`src/rtl/mb8_arb.sv`:
```
// Round-robin arbiter sharing one 8-bit SPRAM bus between N requesters.
// A 16-bit cell access is split into two big-endian byte cycles.
module mb8_arb #(
  parameter int N   = 2,
  parameter int ASZ = 17,
  parameter int DSZ = 8
) (
  input  logic             clk,
  input  logic             rst,
  input  logic [N-1:0]     req,
  input  logic [N-1:0]     we,
  input  logic [N-1:0]     w16,
  input  logic [N*ASZ-1:0] addr,
  input  logic [N*16-1:0]  wdata,
  output logic [N-1:0]     ack,
  output logic [15:0]      rdata,
  output logic [1:0]       gnt_id,
  output logic             busy,
  output logic             mem_we,
  output logic [ASZ-1:0]   mem_ai,
  output logic [DSZ-1:0]   mem_vi,
  input  logic [DSZ-1:0]   mem_vo
);

  typedef enum logic [1:0] {IDLE, B0, B1, DONE} state_t;

  state_t         state, state_nx;
  logic [1:0]     last, win;
  logic           found;
  logic [3:0]     req4, we4, w164;
  logic [N-1:0]   gnt_oh;
  logic [ASZ-1:0] addr_l, addr_sel;
  logic [15:0]    wdata_sel, rdata_q;
  logic [7:0]     wlo_l, hi_l;
  logic           we_l, w16_l;

  assign req4      = 4'(req);
  assign we4       = 4'(we);
  assign w164      = 4'(w16);
  assign addr_sel  = addr[int'(win)*ASZ +: ASZ];
  assign wdata_sel = wdata[int'(win)*16 +: 16];

  // Winner is the first requester found searching cyclically from last+1.
  always_comb begin : pick
    int j;
    found = 1'b0;
    win   = last;
    j     = 0;
    for (int k = 1; k <= N; k++) begin
      j = int'(last) + k;
      if (j >= N) j = j - N;
      if (!found && req4[2'(j)]) begin
        found = 1'b1;
        win   = 2'(j);
      end
    end
  end

  always_comb begin
    gnt_oh = '0;
    for (int i = 0; i < N; i++) gnt_oh[i] = (gnt_id == 2'(i));
  end

  always_ff @(posedge clk) begin
    if (!rst) state <= IDLE;
    else      state <= state_nx;
  end

  always_comb begin
    state_nx = state;
    case (state)
      IDLE:    if (found) state_nx = B0;
      B0:      state_nx = w16_l ? B1 : DONE;
      B1:      state_nx = DONE;
      DONE:    state_nx = IDLE;
      default: state_nx = IDLE;
    endcase
  end

  // Bus outputs are loaded on the edge entering the state they belong to.
  always_ff @(posedge clk) begin
    if (!rst) begin
      ack     <= '0;
      mem_we  <= 1'b0;
      busy    <= 1'b0;
      mem_ai  <= '0;
      mem_vi  <= '0;
      rdata_q <= '0;
      gnt_id  <= 2'd0;
      last    <= 2'(N-1);
      addr_l  <= '0;
      wlo_l   <= '0;
      hi_l    <= '0;
      we_l    <= 1'b0;
      w16_l   <= 1'b0;
    end else begin
      ack  <= '0;
      busy <= (state_nx != IDLE);
      case (state)
        IDLE: begin
          if (found) begin
            we_l   <= we4[win];
            w16_l  <= w164[win];
            addr_l <= addr_sel;
            wlo_l  <= wdata_sel[7:0];
            gnt_id <= win;
            last   <= win;
            mem_ai <= addr_sel;
            mem_vi <= w164[win] ? wdata_sel[15:8] : wdata_sel[7:0];
            mem_we <= we4[win];
          end
        end
        B0: begin
          if (w16_l) begin
            mem_ai <= addr_l + ASZ'(1);
            mem_vi <= wlo_l;
            mem_we <= we_l;
          end else begin
            mem_we <= 1'b0;
            ack    <= gnt_oh;
          end
        end
        B1: begin
          hi_l   <= mem_vo;
          mem_we <= 1'b0;
          ack    <= gnt_oh;
        end
        DONE: begin
          if (!we_l) rdata_q <= rdata;
        end
        default: ;
      endcase
    end
  end

  // The memory read is registered, so the last byte only arrives during DONE;
  // it is forwarded straight to rdata there and held in rdata_q afterwards.
  assign rdata = (state == DONE && !we_l) ? (w16_l ? {hi_l, mem_vo} : {8'h00, mem_vo})
                                          : rdata_q;

endmodule

```
`config.mk`:
```
export PLATFORM = sky130hd
export DESIGN_NAME = mb8_arb
export DESIGN_NICKNAME = d
export VERILOG_FILES = /design/src/rtl/mb8_arb.sv
export SDC_FILE = /design/constraint.sdc
export NUM_CORES = 1
export LEC_CHECK = 0
export BUFFER_PORTS_ARGS = -buffer_cell sky130_fd_sc_hd__buf_2
export CORE_ASPECT_RATIO = 1.25
export CORE_MARGIN = 2
export CORE_UTILIZATION = 57
export DETAILED_ROUTE_END_ITERATION = 16
export PLACE_DENSITY = 0.95
export SLEW_MARGIN = 20
export SYNTH_ARGS = -nofsm -noshare
export SYNTH_HDL_FRONTEND = slang
export SYNTH_SLANG_ARGS = --single-unit
export TNS_END_PERCENT = 20
```
`constraint.sdc`:
```
create_clock -name clk -period 4.2 [get_ports clk]
set_input_delay 0.42 -clock clk [delete_from_list [all_inputs] [get_ports clk]]
set_output_delay 0.42 -clock clk [all_outputs]
set_load 0.05 [all_outputs]
```
==> qor.csv <==
stage,metric,value,unit
synthesis,#FFs+latches synth,85,
global_routing,vias in the first global route,4583,
global_routing,global-route wire length before repair,21.11,mm
place,Placed Area,0.005142,mm2
sta,fmax,361.1,MHz
hold_path,Worst Hold Class,in -> reg,
synthesis,simple-gate portion of the synthesized area,19.58,%
die,Initial Utilization,58.62,%
route,First DRT Iteration DRCs,400,
finish,"Design Area, Final",0.005348,mm2
clocking,CTS hold repair buffers,0,
die,Die W,84.07,um
route,Wirelength per Cell,17.31,um
die,Die ar.,0.008751,mm2
die,core area,0.007792,mm2
worst_setup_path,crit end category,flip-flop,
clocking,Resized cells post-CTS,0,
synthesis,Mapped Area,0.004568,mm2
sta,Final period util,65.93,%
worst_setup_path,"slowest stage cell, crit path",a32oi_2,
synthesis,Adder-Cell Fraction of Synth Area,1.643,%
synthesis,Post-Synth XOR/XNOR Area,2.492,%
worst_setup_path,crit path launch,state[1],
global_routing,Total GRT Usage,29.22,%
power,Peak VDD IR,0.0004441,V
synthesis,Post-Syn Instances,542,
finish,nets,725,
route,DRT Wirelength,12.76,mm
sta,slew margin rel.,42.84,%
sta,Final setup viols,0,
synthesis,Mapped Avg Cell Area,8.428,um2
place,detailed placement HPWL,9.177,mm
synthesis,post-synthesis mux area share,10.05,%
worst_setup_path,CP Cell Sequence,"inv_1, ha_1, nand2_1, a32oi_2, and2_1, o21ai_0, a32oi_1",
route,via count,4672,
hold_path,hold_sp,mem_vo[0],
global_routing,global route overflow,0,
synthesis,warnings from Yosys,0,
worst_setup_path,critical setup path kind,reg -> reg,
clocking,CTS tree,done,
worst_setup_path,Max stage delay on crit path,0.61,ns
die,# rows,36,
clocking,Post-CTS Setup Inserts,0,
die,Die Y,104.1,um
sta,slew of the pin with the lowest slew margin,0.8574,ns
worst_setup_path,Worst EP required,4.49,ns
route,1st-pass router iterations,5,
worst_setup_path,crit-path leading delay family,compound AO/OA/AOI/OAI gates,
synthesis,Cell variety after synth,51,
place,port bufs,128,
clocking,clk_lat worst skew,0.36,ns
sta,setup TNS,0,ns
power,leakage power,0.002284,uW
run_status,status,finished clean,
sta,Fin. Hold Viols,0,
synthesis,register area share after synthesis,37.25,%
place,RD Place Congestion,0.8929,
finish,"most common cell after layout, fill and taps aside",buf_2,
sta,RSZ-0062 raised after global routing,no,
clocking,maximum clock path buffer count,2,
sta,Worst Skew,0.01407,ns
clocking,CTS root buf,clkbuf_8,
global_routing,pin count of the biggest net entering global routing,54,
clocking,H-tree Lvls,3,
worst_setup_path,crit-path max FO,21,
clocking,Sink Count,85,
sta,Pins Over Slew Limit,0,
route,via density per instance,6.339,
synthesis,Compound-Gate Fraction of Synth Area,23.42,%
power,PD cells,725.2,mW/mm2
clocking,CTS Buf Count,9,
finish,P&R area growth vs syn,17.06,%
finish,share of cells above drive strength 1,26.79,%
finish,most frequent cells in the layout,"128 x buf_2, 85 x dfxtp_1, 56 x nor2_1, 45 x o21ai_0, 42 x nand2_1",
synthesis,largest family of logic cells by synthesized area,compound AO/OA/AOI/OAI gates,
route,Post-DRT Antenna Nets,0,
synthesis,syn nets,630,
flow_run,max cap viols,0,
worst_setup_path,CP Launch Type,flip-flop,
worst_setup_path,crit path DAT,3.06,ns
finish,Antenna Cells,0,
worst_setup_path,Worst Path Buf+Inv,1,
clocking,Worst-path clk slew,0.09,ns
route,Post-route DRC,0,
die,I/O Pins,129,
worst_setup_path,worst reg2reg startpoint,state[1],
sta,post-layout min period,2.769,ns
global_routing,antenna violations before repair,0,
## synth_stat cells, drive strengths merged
cell type,number,area share (%)
a211oi,9,1.5
a21boi,2,0.33
a21oi,12,1.3
a221o,3,0.66
a222oi,1,0.22
a22oi,3,0.49
a2bb2oi,2,0.38
a31o,1,0.19
a31oi,13,2.1
a32o,1,0.22
a32oi,38,7.5
and2,20,2.7
and3,9,1.2
and4,4,0.77
buf,24,2.9
clkbuf,24,2.0
dfxtp,85,37
ha,6,1.6
inv,8,0.66
mux2,12,3.0
mux2i,32,7.1
nand2,44,3.8
nand2b,3,0.41
nand3,22,2.5
nand4,4,0.55
nor2,60,5.1
nor2b,1,0.14
nor3,18,2.0
nor4,1,0.14
nor4b,1,0.19
o211a,1,0.22
o211ai,3,0.49
o21a,11,1.8
o21ai,46,5.0
o21bai,1,0.25
o221a,1,0.25
o221ai,2,0.38
o22ai,1,0.14
xnor2,9,1.7
xor2,4,0.77
## power by group
group          switching, uW  leakage [uW]  internal [uW]
registers                224      0.000698           1070
clock network            285     0.0000899            292
logic                   1410       0.00150            597
total                   1920       0.00228           1960
## sequential cells by signal, summed over array words and instances (netlist names)
| register | count |
|---|---|
| ack | 2 |
| addr_l | 17 |
| busy | 1 |
| gnt_id | 2 |
| hi_l | 8 |
| last | 1 |
| mem_ai | 17 |
| mem_vi | 8 |
| mem_we | 1 |
| rdata_q | 16 |
| state | 2 |
| w16_l | 1 |
| we_l | 1 |
| wlo_l | 8 |
## final cells by class
cell class	instances	area, um2
clock buffer	13	148.9
clock inverter	3	45.04
fill	613	2445
inverter	8	30.03
multi-input combinational	401	2633
sequential	85	1702
tap	95	118.9
timing repair buffer	132	670.6
## final timing paths
check        slack (ns)         to  depth (start not counted)
max                1.43  mem_vi[7]                          7
min reg2reg        0.47  mem_ai[4]                          2
min                0.32    hi_l[0]                          3
max reg2reg        1.43  mem_vi[7]                          7
## cells by family after synthesis
group / Yosys count
flip-flops: 85
XOR/XNOR: 13
multiplexers: 44
AO/OA/AOI/OAI: 151
buffers and inverters: 56
AND/OR/NAND/NOR: 187
adder cells (fa/ha/maj): 6
## per-stage QoR
step	std cells	setup WS (ns)	power, uW	util (%)	hold slack (ns)
floorplan	542	1.723	2825	-	0.4607
global placement	721	1.581	3180	65.96	0.4585
detailed placement	721	1.427	3267	65.99	0.4581
CTS	737	1.493	3845	68.48	0.3122
global route	737	1.210	4099	68.63	0.3399
finish	737	1.431	3878	68.63	0.3202
## worst reg2reg max path, delay by kind of cell (launching register included)
kind | cells | cell delay, ns
AO/OA/AOI/OAI | 3 | 0.98
adder cells (fa/ha/maj) | 1 | 0.59
flip-flops | 1 | 0.33
buffers and inverters | 1 | 0.11
AND/OR/NAND/NOR | 2 | 0.69
## per-layer routing
metal / track usage [%] / routed length (um) / vias up / share of wire (%)
met3: 5.397 / 952 / 54 / 7.5
met4: 16.94 / 546 / 0 / 4.3
li1: - / - / 2177 / -
met2: 48.70 / 6351 / 253 / 50
met1: 34.78 / 4909 / 2188 / 38
met5: 0 / 0 / - / 0
No activity file was read; power rests on OpenSTA's default activity.
